File: src/rtl/kmc_npr_ctrl_if.sv
// KMC11 NPR interface.
// Bundles the microcode-side NPR request/status signals and the
// unibus-adapter DMA port into one interface.
// The slave modport is the NPR controller. The master modport is the side that
// drives the microcode requests and the adapter responses.
interface kmc_npr_ctrl_if #(
    parameter int AWIDTH = 18
);
    // Microcode side of the NPR handshake
    logic              npr_start;
    logic              npr_out;
    logic              npr_byte;
    logic [AWIDTH-1:0] npr_addr;
    logic [15:0]       npr_wdata;
    logic              npr_busy;
    logic              npr_done;
    logic              npr_nxm;
    logic [15:0]       npr_rdata;

    // Adapter DMA port
    logic              dma_req;
    logic              dma_write;
    logic              dma_byte;
    logic [AWIDTH-1:0] dma_addr;
    logic [15:0]       dma_wdata;
    logic              dma_ack;
    logic [15:0]       dma_rdata;

    modport slave (
        input  npr_start, npr_out, npr_byte, npr_addr, npr_wdata,
        output npr_busy, npr_done, npr_nxm, npr_rdata,
        output dma_req, dma_write, dma_byte, dma_addr, dma_wdata,
        input  dma_ack, dma_rdata
    );

    modport master (
        output npr_start, npr_out, npr_byte, npr_addr, npr_wdata,
        input  npr_busy, npr_done, npr_nxm, npr_rdata,
        input  dma_req, dma_write, dma_byte, dma_addr, dma_wdata,
        output dma_ack, dma_rdata
    );
endinterface

File: src/rtl/kmc_npr_ctrl.sv
// KMC11 NPR (DMA) responder.
// Takes one NPR request posted by microcode and runs it as a single
// transaction on the KS10 adapter DMA port. It then returns read data and
// status, and flags non-existent memory if the adapter never acknowledges.
module kmc_npr_ctrl #(
    parameter int TIMEOUT = 255,
    parameter int AWIDTH  = 18
) (
    input  logic                 clk,
    input  logic                 rst,
    input  logic                 i_kmc_init,
    kmc_npr_ctrl_if.slave        bus
);

    typedef enum logic [1:0] {
        S_IDLE = 2'd0,
        S_REQ  = 2'd1,
        S_DONE = 2'd2
    } state_t;

    localparam logic [15:0] TIMEOUT_LOAD = 16'(TIMEOUT);

    state_t            r_state;
    logic [15:0]       r_count;
    logic              r_busy;
    logic              r_done;
    logic              r_nxm;
    logic [15:0]       r_rdata;
    logic              r_req;
    logic              r_write;
    logic              r_byte;
    logic [AWIDTH-1:0] r_addr;
    logic [15:0]       r_wdata;

    // Word cycles always present an even address. The full latched address is
    // still kept, because byte reads need bit 0 for lane selection.
    logic [AWIDTH-1:0] w_dmaAddr;
    assign w_dmaAddr = {r_addr[AWIDTH-1:1], r_addr[0] & r_byte};

    // Request FSM.
    // IDLE accepts a request, REQ holds the bus request until ack or timeout,
    // and DONE issues the completion pulse and drops busy.
    always_ff @(posedge clk) begin
        if (rst || i_kmc_init) begin
            r_state <= S_IDLE;
            r_count <= '0;
            r_busy  <= 1'b0;
            r_done  <= 1'b0;
            r_nxm   <= 1'b0;
            r_rdata <= '0;
            r_req   <= 1'b0;
            r_write <= 1'b0;
            r_byte  <= 1'b0;
            r_addr  <= '0;
            r_wdata <= '0;
        end else begin
            case (r_state)
                S_IDLE: begin
                    r_done <= 1'b0;
                    if (bus.npr_start) begin
                        r_addr  <= bus.npr_addr;
                        r_write <= bus.npr_out;
                        r_byte  <= bus.npr_byte;
                        r_wdata <= bus.npr_byte ? {bus.npr_wdata[7:0], bus.npr_wdata[7:0]}
                                                : bus.npr_wdata;
                        r_nxm   <= 1'b0;
                        r_busy  <= 1'b1;
                        r_count <= TIMEOUT_LOAD;
                        r_req   <= 1'b1;
                        r_state <= S_REQ;
                    end
                end
                S_REQ: begin
                    if (bus.dma_ack) begin
                        r_req  <= 1'b0;
                        r_done <= 1'b1;
                        if (!r_write) begin
                            if (r_byte) begin
                                r_rdata <= {8'h00, r_addr[0] ? bus.dma_rdata[15:8]
                                                             : bus.dma_rdata[7:0]};
                            end else begin
                                r_rdata <= bus.dma_rdata;
                            end
                        end
                        r_state <= S_DONE;
                    end else if (r_count == 16'd0) begin
                        r_nxm   <= 1'b1;
                        r_req   <= 1'b0;
                        r_done  <= 1'b1;
                        r_state <= S_DONE;
                    end else begin
                        r_count <= r_count - 16'd1;
                    end
                end
                S_DONE: begin
                    r_done  <= 1'b0;
                    r_busy  <= 1'b0;
                    r_state <= S_IDLE;
                end
                default: begin
                    r_state <= S_IDLE;
                end
            endcase
        end
    end

    assign bus.npr_busy  = r_busy;
    assign bus.npr_done  = r_done;
    assign bus.npr_nxm   = r_nxm;
    assign bus.npr_rdata = r_rdata;
    assign bus.dma_req   = r_req;
    assign bus.dma_write = r_write;
    assign bus.dma_byte  = r_byte;
    assign bus.dma_addr  = w_dmaAddr;
    assign bus.dma_wdata = r_wdata;

endmodule

File: src/flat_wrapper.sv
// flat-port wrapper written by rule: the top's interface ports become plain ports
module kmc_npr_ctrl_flat 
#(
    parameter int TIMEOUT = 255,
    parameter int AWIDTH  = 18
)
  (clk, rst, i_kmc_init, bus_npr_start, bus_npr_out, bus_npr_byte, bus_npr_addr, bus_npr_wdata, bus_npr_busy, bus_npr_done, bus_npr_nxm, bus_npr_rdata, bus_dma_req, bus_dma_write, bus_dma_byte, bus_dma_addr, bus_dma_wdata, bus_dma_ack, bus_dma_rdata);
  kmc_npr_ctrl_if #(.AWIDTH(AWIDTH)) bus_i ();
  input  logic clk;
  input  logic rst;
  input  logic i_kmc_init;
  input wire logic [$bits(bus_i.npr_start)-1:0] bus_npr_start;
  input wire logic [$bits(bus_i.npr_out)-1:0] bus_npr_out;
  input wire logic [$bits(bus_i.npr_byte)-1:0] bus_npr_byte;
  input wire logic [$bits(bus_i.npr_addr)-1:0] bus_npr_addr;
  input wire logic [$bits(bus_i.npr_wdata)-1:0] bus_npr_wdata;
  output wire logic [$bits(bus_i.npr_busy)-1:0] bus_npr_busy;
  output wire logic [$bits(bus_i.npr_done)-1:0] bus_npr_done;
  output wire logic [$bits(bus_i.npr_nxm)-1:0] bus_npr_nxm;
  output wire logic [$bits(bus_i.npr_rdata)-1:0] bus_npr_rdata;
  output wire logic [$bits(bus_i.dma_req)-1:0] bus_dma_req;
  output wire logic [$bits(bus_i.dma_write)-1:0] bus_dma_write;
  output wire logic [$bits(bus_i.dma_byte)-1:0] bus_dma_byte;
  output wire logic [$bits(bus_i.dma_addr)-1:0] bus_dma_addr;
  output wire logic [$bits(bus_i.dma_wdata)-1:0] bus_dma_wdata;
  input wire logic [$bits(bus_i.dma_ack)-1:0] bus_dma_ack;
  input wire logic [$bits(bus_i.dma_rdata)-1:0] bus_dma_rdata;
  assign bus_i.npr_start = bus_npr_start;
  assign bus_i.npr_out = bus_npr_out;
  assign bus_i.npr_byte = bus_npr_byte;
  assign bus_i.npr_addr = bus_npr_addr;
  assign bus_i.npr_wdata = bus_npr_wdata;
  assign bus_npr_busy = bus_i.npr_busy;
  assign bus_npr_done = bus_i.npr_done;
  assign bus_npr_nxm = bus_i.npr_nxm;
  assign bus_npr_rdata = bus_i.npr_rdata;
  assign bus_dma_req = bus_i.dma_req;
  assign bus_dma_write = bus_i.dma_write;
  assign bus_dma_byte = bus_i.dma_byte;
  assign bus_dma_addr = bus_i.dma_addr;
  assign bus_dma_wdata = bus_i.dma_wdata;
  assign bus_i.dma_ack = bus_dma_ack;
  assign bus_i.dma_rdata = bus_dma_rdata;
  kmc_npr_ctrl #(.TIMEOUT(TIMEOUT), .AWIDTH(AWIDTH)) u_core (.clk(clk), .rst(rst), .i_kmc_init(i_kmc_init), .bus(bus_i));
endmodule
File: config.mk
export PLATFORM = sky130hd
export DESIGN_NAME = kmc_npr_ctrl_flat
export DESIGN_NICKNAME = d
export VERILOG_FILES = /design/src/rtl/kmc_npr_ctrl_if.sv /design/src/rtl/kmc_npr_ctrl.sv /design/src/flat_wrapper.sv
export SDC_FILE = /design/constraint.sdc
export NUM_CORES = 1
export LEC_CHECK = 0
export BUFFER_PORTS_ARGS = -buffer_cell sky130_fd_sc_hd__buf_4
export CAP_MARGIN = 20
export CORE_MARGIN = 8
export CORE_UTILIZATION = 45
export DETAILED_ROUTE_END_ITERATION = 12
export GPL_TIMING_DRIVEN = 1
export HOLD_SLACK_MARGIN = 0.12
export PLACE_DENSITY = 0.8
export RECOVER_POWER = 100
export SYNTH_ARGS = -nofsm -noshare
export SYNTH_HDL_FRONTEND = slang
export SYNTH_SLANG_ARGS = --single-unit
File: constraint.sdc
create_clock -name clk -period 1.8 [get_ports clk]
set_clock_uncertainty 0.15 [all_clocks]
set_input_delay 0.36 -clock clk [delete_from_list [all_inputs] [get_ports clk]]
set_output_delay 0.36 -clock clk [all_outputs]
set_load 0.005 [all_outputs]
==> results.txt <==
----------------------------------------------------
[Clock tree]
  TritonCTS clock tree ... built
  Clock insertion delay at the later pin of the skew report ... 0.34 ns
  H-tree level count ... 3
  CTS root buf ... clkbuf_8
  CTS Buf Count ... 9
  Clock sink count ... 74
  Clock transition at path regs ... 0.08 ns
  Clock buffer depth ... 2

[Drt]
  Initial drt markers ... 135
  Number of detailed-route iterations in the first pass ... 4
  Vias per cell ... 5.24
  DRC Markers ... 0
  Via Count ... 3324
  Routed Antenna Nets ... 0
  Total Wirelength ... 9880 µm
  Average detailed-routed wire length per instance ... 15.6 µm

[Layout]
  Final Net Count ... 588
  Post-route cell area ... 0.00472 mm²
  Proportion of layout cells with a drive suffix above 1 ... 0.314
  Most used cells in the layout excluding fill and tap cells ... 87 x nand2_1, 87 x buf_4, 67 x dfxtp_1
  Area grow syn2layout ... 44.5%
  Ant. Diodes ... 0
  Non-filler cells in the finished layout ... 634

[Global routing]
  Antenna violations before repair ... 0
  Pin count of the biggest net entering global routing ... 51
  First-pass GRT wire length ... 16100 µm
  Global-route usage over all layers ... 0.196
  Total congestion overflow ... 0
  Vias in the first global route ... 3410

[Worst setup path]
  Largest fanout on the critical path ... 5
  Launching instance or port of the critical path ... u_core.r_count[12]
  Cell count of the worst reg-to-reg path ... 4
  Crit Reg-Reg Endpoint ... u_core.r_count[15]
  Worst path cell trace ... buf_4 > or4_4 > or4_1 > a21oi_1
  Data required time of the critical path ... 1.92 ns
  Reg-to-reg slack, setup ... 0.01 ns
  Launching element type of the critical path ... register
  CP Data Arrival Time ... 1.91 ns
  Crit path max-delay cell type ... or4_4
  Critical path endpoint category ... register
  Worst setup endpoint ... u_core.r_count[15]
  Critical setup path kind ... register to register
  Launch instance of the worst register-to-register path ... u_core.r_count[12]
  Max stage delay on crit path ... 0.50 ns

[Floorplanning]
  Chip Height ... 101 µm
  Core region area ... 0.00714 mm²
  Initial standard-cell utilization of the core ... 0.457
  Number of rows in the core area ... 31
  Chip Width ... 101 µm
  Ports placed on the boundary ... 113
  Overall die area ... 0.0102 mm²

[Synth]
  Mean post-synth cell area ... 8.33 µm²
  Number of synthesized flops with an enable pin ... 0
  Main area contributors after synthesis ... dfxtp_1 45%, nand2_1 10%, a21oi_1 7.1%
  Synthesized flop and latch total ... 74
  Top flip-flop cell by instance count after synthesis ... dfxtp_1
  Gate count of the mapped netlist ... 392
  Area fraction of the dominant cell type after synthesis ... 0.454
  Cell type contributing the most total cell area after synthesis ... dfxtp_1
  Summed instance area of the synthesized netlist ... 0.00326 mm²
  Count of synthesis-stage warnings from yosys ... 0
  Synthesized net count ... 450
  Fraction of registers with async set or reset after synthesis ... 0
  Number of library cell types mapped by synthesis ... 48
  Sequential area share after synthesis ... 0.454

[STA]
  Worst-Margin Slew ... 0.533 ns
  Final critical delay including setup and external delays ... 1.79 ns
  Maximum operating frequency ... 559 MHz
  Count of final max-slew check failures ... 0
  Setup violators final ... 0
  Relative slew slack ... 0.645
  RSZ-0062 raised after global routing ... true
  Final Cycle Share ... 0.994
  Number of failing hold endpoints at the final stage ... 0

[Place]
  Number of cells in the design after placement ... 596
  Final estimated routing congestion in global placement ... 0.872
  DP Area ... 0.00430 mm²
  Estimated wirelength of the detail-placed design ... 6880 µm
  Buffers on Ports ... 112

[Power and ir drop]
  Pleak ... 0.00191 µW
  Switching part of the total power ... 0.243
  Proportion of power drawn by combinational gates ... 0.151
  Power per standard cell area ... 808 mW/mm²
  Maximum VDD drop ... 460 µV
  Net switching power figure ... 927 µW
  Int Power ... 2880 µW
  Final Power ... 3810 µW
  Clk pwr share ... 0.397
  Register share of total power ... 0.452

[Run status]
  Outcome ... complete, no violations

[Job]
  Max-cap violations ... 0

[Hold path]
  Kind of path behind the tightest hold check ... primary input to register

----------------------------------------------------
-- stage by stage --
| step | setup slack [ns] | hold WS, ns | setup TNS, ns | utilization |
|---|---|---|---|---|
| final | 0.00992 | 0.128 | 0 | 0.661 |
| after global routing | -0.0669 | 0.128 | -0.527 | 0.661 |
| after CTS | 0.00549 | 0.121 | 0 | 0.663 |
| after detailed placement | -0.119 | 0.295 | -0.445 | 0.602 |
| after global placement | -0.0751 | 0.290 | -0.110 | 0.602 |
| after floorplan | -0.00509 | 0.286 | -0.00847 | - |
-- critical path: cells and delay by family, from the launching register on --
kind	cells	cell delay, ns
simple gates	2	0.98
compound gates	1	0.12
buf+inv	1	0.15
flops	1	0.33
-- area by class of cell --
class	count	area, µm²
clock inverter	3	68.8
timing repair buffer	169	1230
tap	99	124
inverter	7	26.3
fill	641	2420
sequential	74	1490
multi-input combinational	269	1610
clock buffer	13	169
-- flip-flops by register name (all words and copies together), names as in the netlist --
name,cells
u_core.bus.npr_rdata,16
u_core.bus.dma_write,1
u_core.bus.dma_req,1
u_core.bus.npr_done,1
u_core.bus.npr_busy,1
u_core.bus.dma_wdata,16
u_core.bus.npr_nxm,1
u_core.bus.dma_byte,1
u_core.r_state,2
u_core.r_count,16
u_core.r_addr,18
-- power by group through the flow --
| stage | logic [µW] | registers [µW] | clock network [µW] |
|---|---|---|---|
| after floorplan | 271 | 1750 | 0 |
| after global placement | 510 | 1750 | 0 |
| after detailed placement | 522 | 1760 | 0 |
| after CTS | 562 | 1720 | 1530 |
| after global routing | 632 | 1730 | 1610 |
| final | 577 | 1720 | 1510 |
-- worst min-delay path by stage --
stage / from / to / cells after the start
2_1_floorplan: u_core.r_addr[0] / u_core.r_addr[0] / 2
3_3_place_gp: u_core.bus.npr_rdata[15] / u_core.bus.npr_rdata[15] / 2
3_5_place_dp: u_core.bus.npr_rdata[15] / u_core.bus.npr_rdata[15] / 2
4_1_cts: bus_npr_wdata[0] / u_core.bus.dma_wdata[0] / 3
5_1_grt: bus_npr_wdata[7] / u_core.bus.dma_wdata[7] / 3
6_report: bus_npr_wdata[7] / u_core.bus.dma_wdata[7] / 3
-- cell families (layout without fill, tap and decap cells) --
kind of cell    after synthesis  in the layout  synth area share
simple gates                171            172             0.260
compound gates               85             85             0.162
flops                        74             74             0.454
buf+inv                      50            192            0.0870
mux                          11             11            0.0337
fa+ha+maj                     1              1           0.00383
-- Yosys cell counts, types with 2 or more instances --
master	number
nand2_1	88
dfxtp_1	74
nand3_1	2
clkbuf_1	14
o21ai_0	4
buf_2	8
a21oi_1	46
a311oi_1	8
nor3b_1	2
nor3_1	8
nand2b_1	2
nand4_1	5
nand3b_1	9
mux2i_1	11
a31oi_1	6
inv_1	6
a211oi_1	10
buf_4	17
or4_1	5
and4_1	2
or2b_1	2
nor2_1	23
or3_1	6
o31ai_1	4
buf_6	3
nor4_1	5
-- routing by layer --
layer  wire length, µm  GRT usage
met1              3870      0.223
met2              5190      0.335
met3               754     0.0674
met4                73     0.0687
met5                 0          0
-- timing repair --
action	4_1_cts	5_1_grt
resized for setup	5	17
pin swaps	3	7
hold endpoints to repair	19	1
hold buffers	19	1
cloned	0	1
setup buffers	0	2
endpoints found under the setup margin	11	18
Note: power is estimated with default switching activity, not from simulation.
